### src/rtl/leve_alu_arb.sv
// leve_alu_arb: round-robin sharing of the single-cycle LEVE ALU between
// NREQ requesters. Each accepted op is tagged with its requester ID, and its
// result is captured into a small response FIFO. Issue is credit-gated so
// that every result has a FIFO slot when it comes back from the ALU, which
// cannot stall.
module leve_alu_arb #(
    parameter int XLEN  = 32,
    parameter int NREQ  = 4,
    parameter int IDW   = 2,
    parameter int DEPTH = 4
) (
    input  logic                 CLK,
    input  logic                 RSTn,
    input  logic [NREQ-1:0]      REQ_VALID,
    output logic [NREQ-1:0]      REQ_READY,
    input  logic [NREQ*XLEN-1:0] REQ_RS1,
    input  logic [NREQ*XLEN-1:0] REQ_RS2,
    output logic                 RS_D_VALID,
    output logic [XLEN-1:0]      RS1_D,
    output logic [XLEN-1:0]      RS2_D,
    input  logic                 ALU_OUT_VALID,
    input  logic [XLEN-1:0]      ALU_OUT,
    output logic                 RESP_VALID,
    input  logic                 RESP_READY,
    output logic [IDW-1:0]       RESP_ID,
    output logic [XLEN-1:0]      RESP_DATA,
    output logic                 ERR
);

    localparam int AW = $clog2(DEPTH);

    logic [IDW-1:0]  r_rr_ptr;
    logic [AW:0]     r_count;
    logic [AW-1:0]   r_wr_ptr;
    logic [AW-1:0]   r_rd_ptr;
    logic            r_inflight_v;
    logic [IDW-1:0]  r_inflight_id;
    logic            r_err;
    logic [IDW-1:0]  r_fifo_id   [DEPTH];
    logic [XLEN-1:0] r_fifo_data [DEPTH];

    logic            w_found;
    logic [IDW-1:0]  w_grant;
    logic [IDW-1:0]  w_next_ptr;
    logic            w_credit_ok;
    logic            w_issue;
    logic            w_push;
    logic            w_pop;

    // Round-robin search: first valid requester at or after r_rr_ptr, with wrap.
    always_comb begin
        int t;
        t       = 0;
        w_found = 1'b0;
        w_grant = '0;
        for (int k = 0; k < NREQ; k++) begin
            t = int'(r_rr_ptr) + k;
            if (t >= NREQ) begin
                t = t - NREQ;
            end
            if (!w_found && REQ_VALID[IDW'(t)]) begin
                w_found = 1'b1;
                w_grant = IDW'(t);
            end
        end
    end

    // Credit only counts registered occupancy; a pop this cycle frees a slot
    // from next cycle on, which keeps RESP_READY off the REQ_READY path.
    assign w_credit_ok = (r_count + (AW+1)'(r_inflight_v)) < (AW+1)'(DEPTH);
    assign w_issue     = (|REQ_VALID) && w_credit_ok;
    assign w_next_ptr  = (w_grant == IDW'(NREQ-1)) ? '0 : w_grant + IDW'(1);

    // One-hot accept for the granted requester, only when an op can issue.
    always_comb begin
        REQ_READY = '0;
        if (w_issue) begin
            REQ_READY[w_grant] = 1'b1;
        end
    end

    assign RS_D_VALID = w_issue;
    assign RS1_D      = REQ_RS1[int'(w_grant)*XLEN +: XLEN];
    assign RS2_D      = REQ_RS2[int'(w_grant)*XLEN +: XLEN];

    // A result is only captured when it matches the op issued last cycle.
    assign w_push     = ALU_OUT_VALID & r_inflight_v;
    assign RESP_VALID = (r_count != '0);
    assign w_pop      = RESP_VALID & RESP_READY;
    assign RESP_ID    = r_fifo_id[r_rd_ptr];
    assign RESP_DATA  = r_fifo_data[r_rd_ptr];
    assign ERR        = r_err;

    // Arbitration pointer, in-flight tag, FIFO pointers/occupancy, sticky error.
    always_ff @(posedge CLK) begin
        if (!RSTn) begin
            r_rr_ptr      <= '0;
            r_count       <= '0;
            r_wr_ptr      <= '0;
            r_rd_ptr      <= '0;
            r_inflight_v  <= 1'b0;
            r_inflight_id <= '0;
            r_err         <= 1'b0;
        end else begin
            r_inflight_v <= w_issue;
            if (w_issue) begin
                r_rr_ptr      <= w_next_ptr;
                r_inflight_id <= w_grant;
            end
            if (w_push) begin
                r_wr_ptr <= r_wr_ptr + AW'(1);
            end
            if (w_pop) begin
                r_rd_ptr <= r_rd_ptr + AW'(1);
            end
            case ({w_push, w_pop})
                2'b10:   r_count <= r_count + (AW+1)'(1);
                2'b01:   r_count <= r_count - (AW+1)'(1);
                default: r_count <= r_count;
            endcase
            // Result without an op, or an op without a result: both are lost.
            if (ALU_OUT_VALID != r_inflight_v) begin
                r_err <= 1'b1;
            end
        end
    end

    // Response storage; contents are don't-care until written, so no reset.
    always_ff @(posedge CLK) begin
        if (w_push) begin
            r_fifo_id[r_wr_ptr]   <= r_inflight_id;
            r_fifo_data[r_wr_ptr] <= ALU_OUT;
        end
    end

endmodule

### config.mk
export PLATFORM = sky130hd
export DESIGN_NAME = leve_alu_arb
export DESIGN_NICKNAME = d
export VERILOG_FILES = /design/src/rtl/leve_alu_arb.sv
export SDC_FILE = /design/constraint.sdc
export NUM_CORES = 1
export LEC_CHECK = 0
export BUFFER_PORTS_ARGS = -buffer_cell sky130_fd_sc_hd__buf_2
export CAP_MARGIN = 10
export CORE_ASPECT_RATIO = 0.9
export CORE_MARGIN = 2
export CORE_UTILIZATION = 33
export DETAILED_ROUTE_END_ITERATION = 12
export SYNTH_ARGS = -nofsm -noshare
export SYNTH_HDL_FRONTEND = slang
export SYNTH_SLANG_ARGS = --single-unit
### constraint.sdc
create_clock -name CLK -period 2.2 [get_ports CLK]
set_input_delay 0.22 -clock CLK [delete_from_list [all_inputs] [get_ports CLK]]
set_output_delay 0.22 -clock CLK [all_outputs]
set_load 0.05 [all_outputs]
==> flow_metrics.tcl, run 1 <==
set metrics [dict create \
    critPathKind "reg -> out" \
    die_w_um 166.8 \
    synth_top_family_by_area "multiplexers" \
    max-cap-violations 0 \
    grt_first_pass_wirelength_um 36360 \
    fin_crit_sh 1.107 \
    seq_area_mm2 0.004393 \
    grt_util_all_layers 0.1973 \
    clkLatencyLatePin_ps 420 \
    rows 53 \
    syn2layout_area_growth_pct 62.98 \
    p_leak_nw 5.175 \
    dp_slack_ps 25.45 \
    path_clk_slew_ps 60 \
    tightest_slew_ps 324.0 \
    post_synth_num_cell_types 34 \
    max_freq_mhz 410.5 \
    hpwl_um 19250 \
    cts_buffer_depth 2 \
    crit_arrival_ps 2220 \
    peakVddDrop_uv 638.4 \
    yosys_warnings 0 \
    setup_viol 68 \
    slew_viol_final 0 \
    syn_nets 783 \
    synth_edf_count 136 \
    rsz0062_at_grt "yes" \
    cellPowerDensity_mw_per_mm2 1267 \
    synth_fa_ha_area_frac 0.01367 \
    synth_most_common_cell "mux2i_1" \
    violations "negative setup slack" \
    synth_area_mm2 0.007869 \
    grt_max_degree 35 \
    hold_class "in -> reg" \
    firstDrtPassIters 4 \
    synthXorXnorAreaFrac 0.006678 \
    cts_buffers 17 \
    tritoncts "built" \
    dieArea_mm2 0.02510 \
    maxSlewHeadroom 0.7794 \
    coreArea_mm2 0.02341 \
    postRouteAntennaNets 0 \
    crit_path_end_kind "output port" \
    outcome "complete, but fails checks" \
    vias 5962 \
    drc_errors 0 \
    io_buffers 400 \
    fin_util 0.5479 \
    synth-simple-area-share 0.02322 \
    drt_iter0_drc 360 \
    synth-seq-area-share 0.5572 \
    hold_viol_final 0 \
    multiInputGateArea_mm2 0.003857 \
    post-synth-top-area-cell "edfxtp_1" \
    wl_per_cell_um 20.96 \
    synthMuxAreaShare 0.3454 \
    fin_skew_ps 7.382 \
    start_kind "register" \
    routabilityCongestion 0.8280 \
    num_io_pins 401 \
    overflow 0 \
    fin_hold_ws_ps 23.39 \
    synth_common_cells "mux2i_1 (195), edfxtp_1 (136), mux4_2 (34)" \
    die_h_um 150.5 \
    htree_levels 4 \
    wirelength_um 26120 \
    synthFlopType "edfxtp_1" \
    viasPerCell 4.785 \
    initial_core_util 0.3361 \
    fillers 1950 \
    num-nets-final 1231 \
    synth_top_cell_area_share 0.5190 \
    grt_pass1_vias 5985 \
    clock-sinks 151 \
    synth_cells 479 \
    synth_compound_area_frac 0.01129 \
    finalCriticalPeriod_ps 2436 \
    required_ps 1980 \
    antenna_found_initial 7 \
    finalSetupTns_ps -10220 \
    drive_gt1_frac 0.6901 \
    netlist_top_cells_area "edfxtp_1 (52%), mux2i_1 (25%), mux4_2 (9.7%)" \
    worstPathMaxFanout 6 \
    syn_area_per_cell_um2 16.43 \
    synthArstFlopShare 0 \
    ys_ff_latch 151 \
    cts_root_buf "clkbuf_16" \
    setup_slack_ps -236.1 \
]
## through the flow
step / power (mW) / cell area (um^2) / std cells
after floorplan: 9.199 / 8061 / 479
after global placement: 11.40 / 10800 / 1184
after detailed placement: 11.43 / 10800 / 1184
after CTS: 15.94 / 12500 / 1239
after global routing: 16.81 / 12820 / 1245
final: 16.25 / 12820 / 1246
## registers in the layout, summed over array words and instances, names as in the netlist, named ones only
signal and flops:
r_fifo_id 8, r_rd_ptr 2, ERR 1, r_count 3, r_inflight_id 2, r_wr_ptr 2, r_rr_ptr 2, r_fifo_data 128
r_inflight_v 1
## per-layer routing
layer	global-route usage	vias to the layer above	share of wire	wire [um]
met1	0.2541	2882	0.40	10460
met3	0.08202	37	0.098	2560
met2	0.3017	239	0.48	12460
li1	-	2798	-	-
met4	0.06078	6	0.019	506
met5	0.03755	-	0.0055	143
## timing repair
| action | 4_1_cts | 5_1_grt |
|---|---|---|
| gates resized for setup | 183 | 65 |
| endpoints found under the hold margin | 28 | 0 |
| pin swaps | 4 | 4 |
| hold buffers | 7 | 0 |
| setup endpoints to repair | 68 | 72 |
| gates cloned | 11 | 3 |
| setup buffers | 9 | 3 |
## where the power goes
group	switching [mW]	total, mW	internal, mW
registers	0.0889	3.42	3.33
logic	5.49	9.82	4.34
clock network	1.03	3.01	1.98
total	6.60	16.3	9.65
## worst paths after layout
| kind | from | cells after the start | slack [ps] | endpoint |
|---|---|---|---|---|
| setup / recovery | r_rr_ptr[1] | 7 | -240 | RS2_D[1] |
| hold / removal | ALU_OUT[2] | 1 | 20 | r_fifo_data[2][2] |
| setup reg to reg | r_count[1] | 8 | 160 | r_count[2] |
| hold reg to reg | ERR | 1 | 480 | ERR |
## layout by cell type (no fill, tap or decap), types with 19 or more instances in the layout
master	netlist	final
buf_4	2	20
mux2i_1	195	81
buf_2	11	332
mux2i_4	0	19
buf_12	8	33
edfxtp_1	136	136
mux2i_2	0	95
buf_6	1	52
clkbuf_16	0	20
mux4_2	34	34
## kinds of logic after synthesis
logic type / count (synthesis)
buffers and inverters: 41
multiplexers: 229
AND/OR/NAND/NOR: 30
XOR/XNOR: 6
AO/OA/AOI/OAI: 14
adder cells (fa/ha/maj): 8
flip-flops: 151
## layout make-up
| cell class | count | share of cell area |
|---|---|---|
| diodes | 5 | 0.0009756 |
| clock buffers | 19 | 0.03376 |
| clock inverters | 12 | 0.01424 |
| flip-flops and latches | 151 | 0.3425 |
| repair buffers | 461 | 0.2759 |
| multi-input cells | 288 | 0.3008 |
| well taps | 302 | 0.02946 |
| inverters | 8 | 0.002341 |
## worst max-delay path, stage by stage (launching register included)
cell     delay [ps]
dfxtp_2         320
a21o_1          170
a21oi_4         180
o22a_4          320
buf_16          180
mux2i_4         320
mux2i_2         120
buf_6           170
Note: power is estimated with default switching activity, not from simulation.
==> run 2, diff against run 1 <==
--- a/config.mk
+++ b/config.mk
@@ -5,12 +5,17 @@
 export SDC_FILE = /design/constraint.sdc
 export NUM_CORES = 1
 export LEC_CHECK = 0
+export ABC_CLOCK_PERIOD_IN_PS = 2200
 export BUFFER_PORTS_ARGS = -buffer_cell sky130_fd_sc_hd__buf_2
 export CAP_MARGIN = 10
+export CELL_PAD_IN_SITES_DETAIL_PLACEMENT = 0
+export CELL_PAD_IN_SITES_GLOBAL_PLACEMENT = 1
 export CORE_ASPECT_RATIO = 0.9
 export CORE_MARGIN = 2
 export CORE_UTILIZATION = 33
+export CTS_CLUSTER_DIAMETER = 100
 export DETAILED_ROUTE_END_ITERATION = 12
+export PLACE_DENSITY_LB_ADDON = 0.1
 export SYNTH_ARGS = -nofsm -noshare
 export SYNTH_HDL_FRONTEND = slang
 export SYNTH_SLANG_ARGS = --single-unit
==> flow_metrics.tcl, run 2 (synthesis results as in run 1) <==
set metrics [dict create \
    vias 6096 \
    initial_core_util 0.3361 \
    final_cell_mix "buf_2 (334), edfxtp_1 (136), mux2i_2 (83), mux2i_1 (80), buf_6 (56)" \
    cts_root_buf "clkbuf_16" \
    path_clk_slew_ps 70 \
    finalCriticalPeriod_ps 2476 \
    grt_first_pass_wirelength_um 39200 \
    peakVddDrop_uv 605.2 \
    multiInputGateArea_mm2 0.004006 \
    worstPathCellList "nand2b_4 > nor2b_4 > o22a_4 > buf_12 > buf_8 > buf_6 > mux2i_1 > mux2i_2 > buf_6" \
    seq_area_mm2 0.004393 \
    drc_errors 0 \
    max_freq_mhz 403.9 \
    rows 53 \
    num_io_pins 401 \
    die_w_um 166.8 \
    postRouteAntennaNets 0 \
    setup_slack_ps -275.8 \
    crit_arrival_ps 2260 \
    crit_buf_inv 4 \
    seqPwrFrac 0.208 \
    syn2layout_area_growth_pct 66.51 \
    firstDrtPassIters 4 \
    grt_max_degree 35 \
    cts_buffer_depth 2 \
    p_comb_frac 0.626 \
    tritoncts "built" \
    dieArea_mm2 0.02510 \
    hold_class "in -> reg" \
    slew_viol_final 0 \
    cts_hold_buf 0 \
    hp-start "ALU_OUT[19]" \
    crit_path_end_kind "output port" \
    largest_reg_flops 128 \
    cp_slowest_stage_delay_ps 360 \
    dp_slack_ps -195.6 \
    p_leak_nw 5.257 \
    r2r.worst_path.cells 8 \
    fin_hold_ws_ps 20.06 \
    antenna_found_initial 10 \
    crit_slowest_cell "dfxtp_4" \
    fillers 1930 \
    wl_per_cell_um 22.58 \
    fin_skew_ps 10.74 \
    clock-sinks 151 \
    min_path_cells 1 \
    layout_commonest_cell "buf_2" \
    hold_viol_final 0 \
    startpoint "r_rr_ptr[0]" \
    violations "negative setup slack" \
    wirelength_um 28400 \
    r2r-start "r_inflight_v" \
    viasPerCell 4.846 \
    clkLatencyLatePin_ps 410 \
    htree_levels 4 \
    top_regs "r_fifo_data (128), r_fifo_id (8), r_count (3)" \
    maxSlewHeadroom 0.7819 \
    die_h_um 150.5 \
    fin_crit_sh 1.125 \
    routabilityCongestion 0.9984 \
    cellPowerDensity_mw_per_mm2 1253 \
    grt_pass1_vias 6383 \
    r2r_end "r_count[2]" \
    tightest_slew_ps 320.3 \
    critPathKind "reg -> out" \
    grt_util_all_layers 0.2152 \
    swShare 0.4179 \
    io_buffers 400 \
    cpMostUsedCell "buf_6" \
    largest_register "r_fifo_data" \
    holdPathEnd "r_fifo_data[0][19]" \
    critPathTopFamily "buffers and inverters" \
    worstPathMaxFanout 7 \
    p_int_mw 9.557 \
    cts_buffers 17 \
    hpwl_um 21370 \
    placedCellCount 1185 \
    required_ps 1980 \
    coreArea_mm2 0.02341 \
    p_clk_frac 0.166 \
    rrSetupSlack_ps 190 \
    start_kind "register" \
    overflow 0 \
    drive_gt1_frac 0.7126 \
    max-cap-violations 0 \
    num-nets-final 1241 \
    p_total_mw 16.42 \
    switchingPower_mw 6.861 \
    setup_viol 67 \
    rsz0062_at_grt "yes" \
    outcome "complete, but fails checks" \
    finalNonFillerCells 1258 \
    drt_iter0_drc 288 \
]
run 2: area by class of cell:
class / instances / area share
Clock buffer: 17 / 0.03247
Clock inverter: 15 / 0.01079
Timing Repair Buffer: 470 / 0.2834
Sequential cell: 151 / 0.3353
Inverter: 8 / 0.002292
Antenna cell: 6 / 0.001146
Tap cell: 302 / 0.02884
Multi-Input combinational cell: 289 / 0.3058
run 2: repair_timing:
item	CTS	global route
resized for setup	189	103
setup endpoints to repair	68	69
pin swaps	5	3
gates cloned	9	7
setup buffers	19	6
run 2: layer usage:
layer	up-vias	wire length, um	global-route usage
li1	2833	-	-
met3	34	2161	0.07440
met4	6	426	0.05905
met1	2972	11560	0.2727
met5	-	140	0.03557
met2	251	14110	0.3504
run 2: how the worst max path moves through the flow:
| stage | endpoint | slack (ps) | cells after the start |
|---|---|---|---|
| floorplan | RS1_D[30] | -120 | 8 |
| global placement | RS2_D[27] | -210 | 8 |
| detailed placement | RS2_D[27] | -200 | 8 |
| CTS | RS2_D[7] | -300 | 9 |
| global route | RS1_D[14] | -370 | 9 |
| finish | RS2_D[30] | -280 | 9 |
run 2: stage by stage:
step	util	setup TNS (ps)	cell area, um^2
6_report	0.5597	-13210	13100
5_1_grt	0.5594	-19360	13100
4_1_cts	0.5316	-15410	12440
3_5_place_dp	0.4616	-375.3	10810
3_3_place_gp	0.4616	-392.6	10810
2_1_floorplan	-	-1442	8061
run 2: power by group through the flow:
stage / Clock, mW / Combinational, mW / Sequential, mW
6_report: 2.73 / 10.3 / 3.41
2_1_floorplan: 0 / 5.75 / 3.45
4_1_cts: 2.79 / 9.53 / 3.41
5_1_grt: 2.95 / 10.6 / 3.43
3_5_place_dp: 0 / 8.01 / 3.47
3_3_place_gp: 0 / 7.93 / 3.45
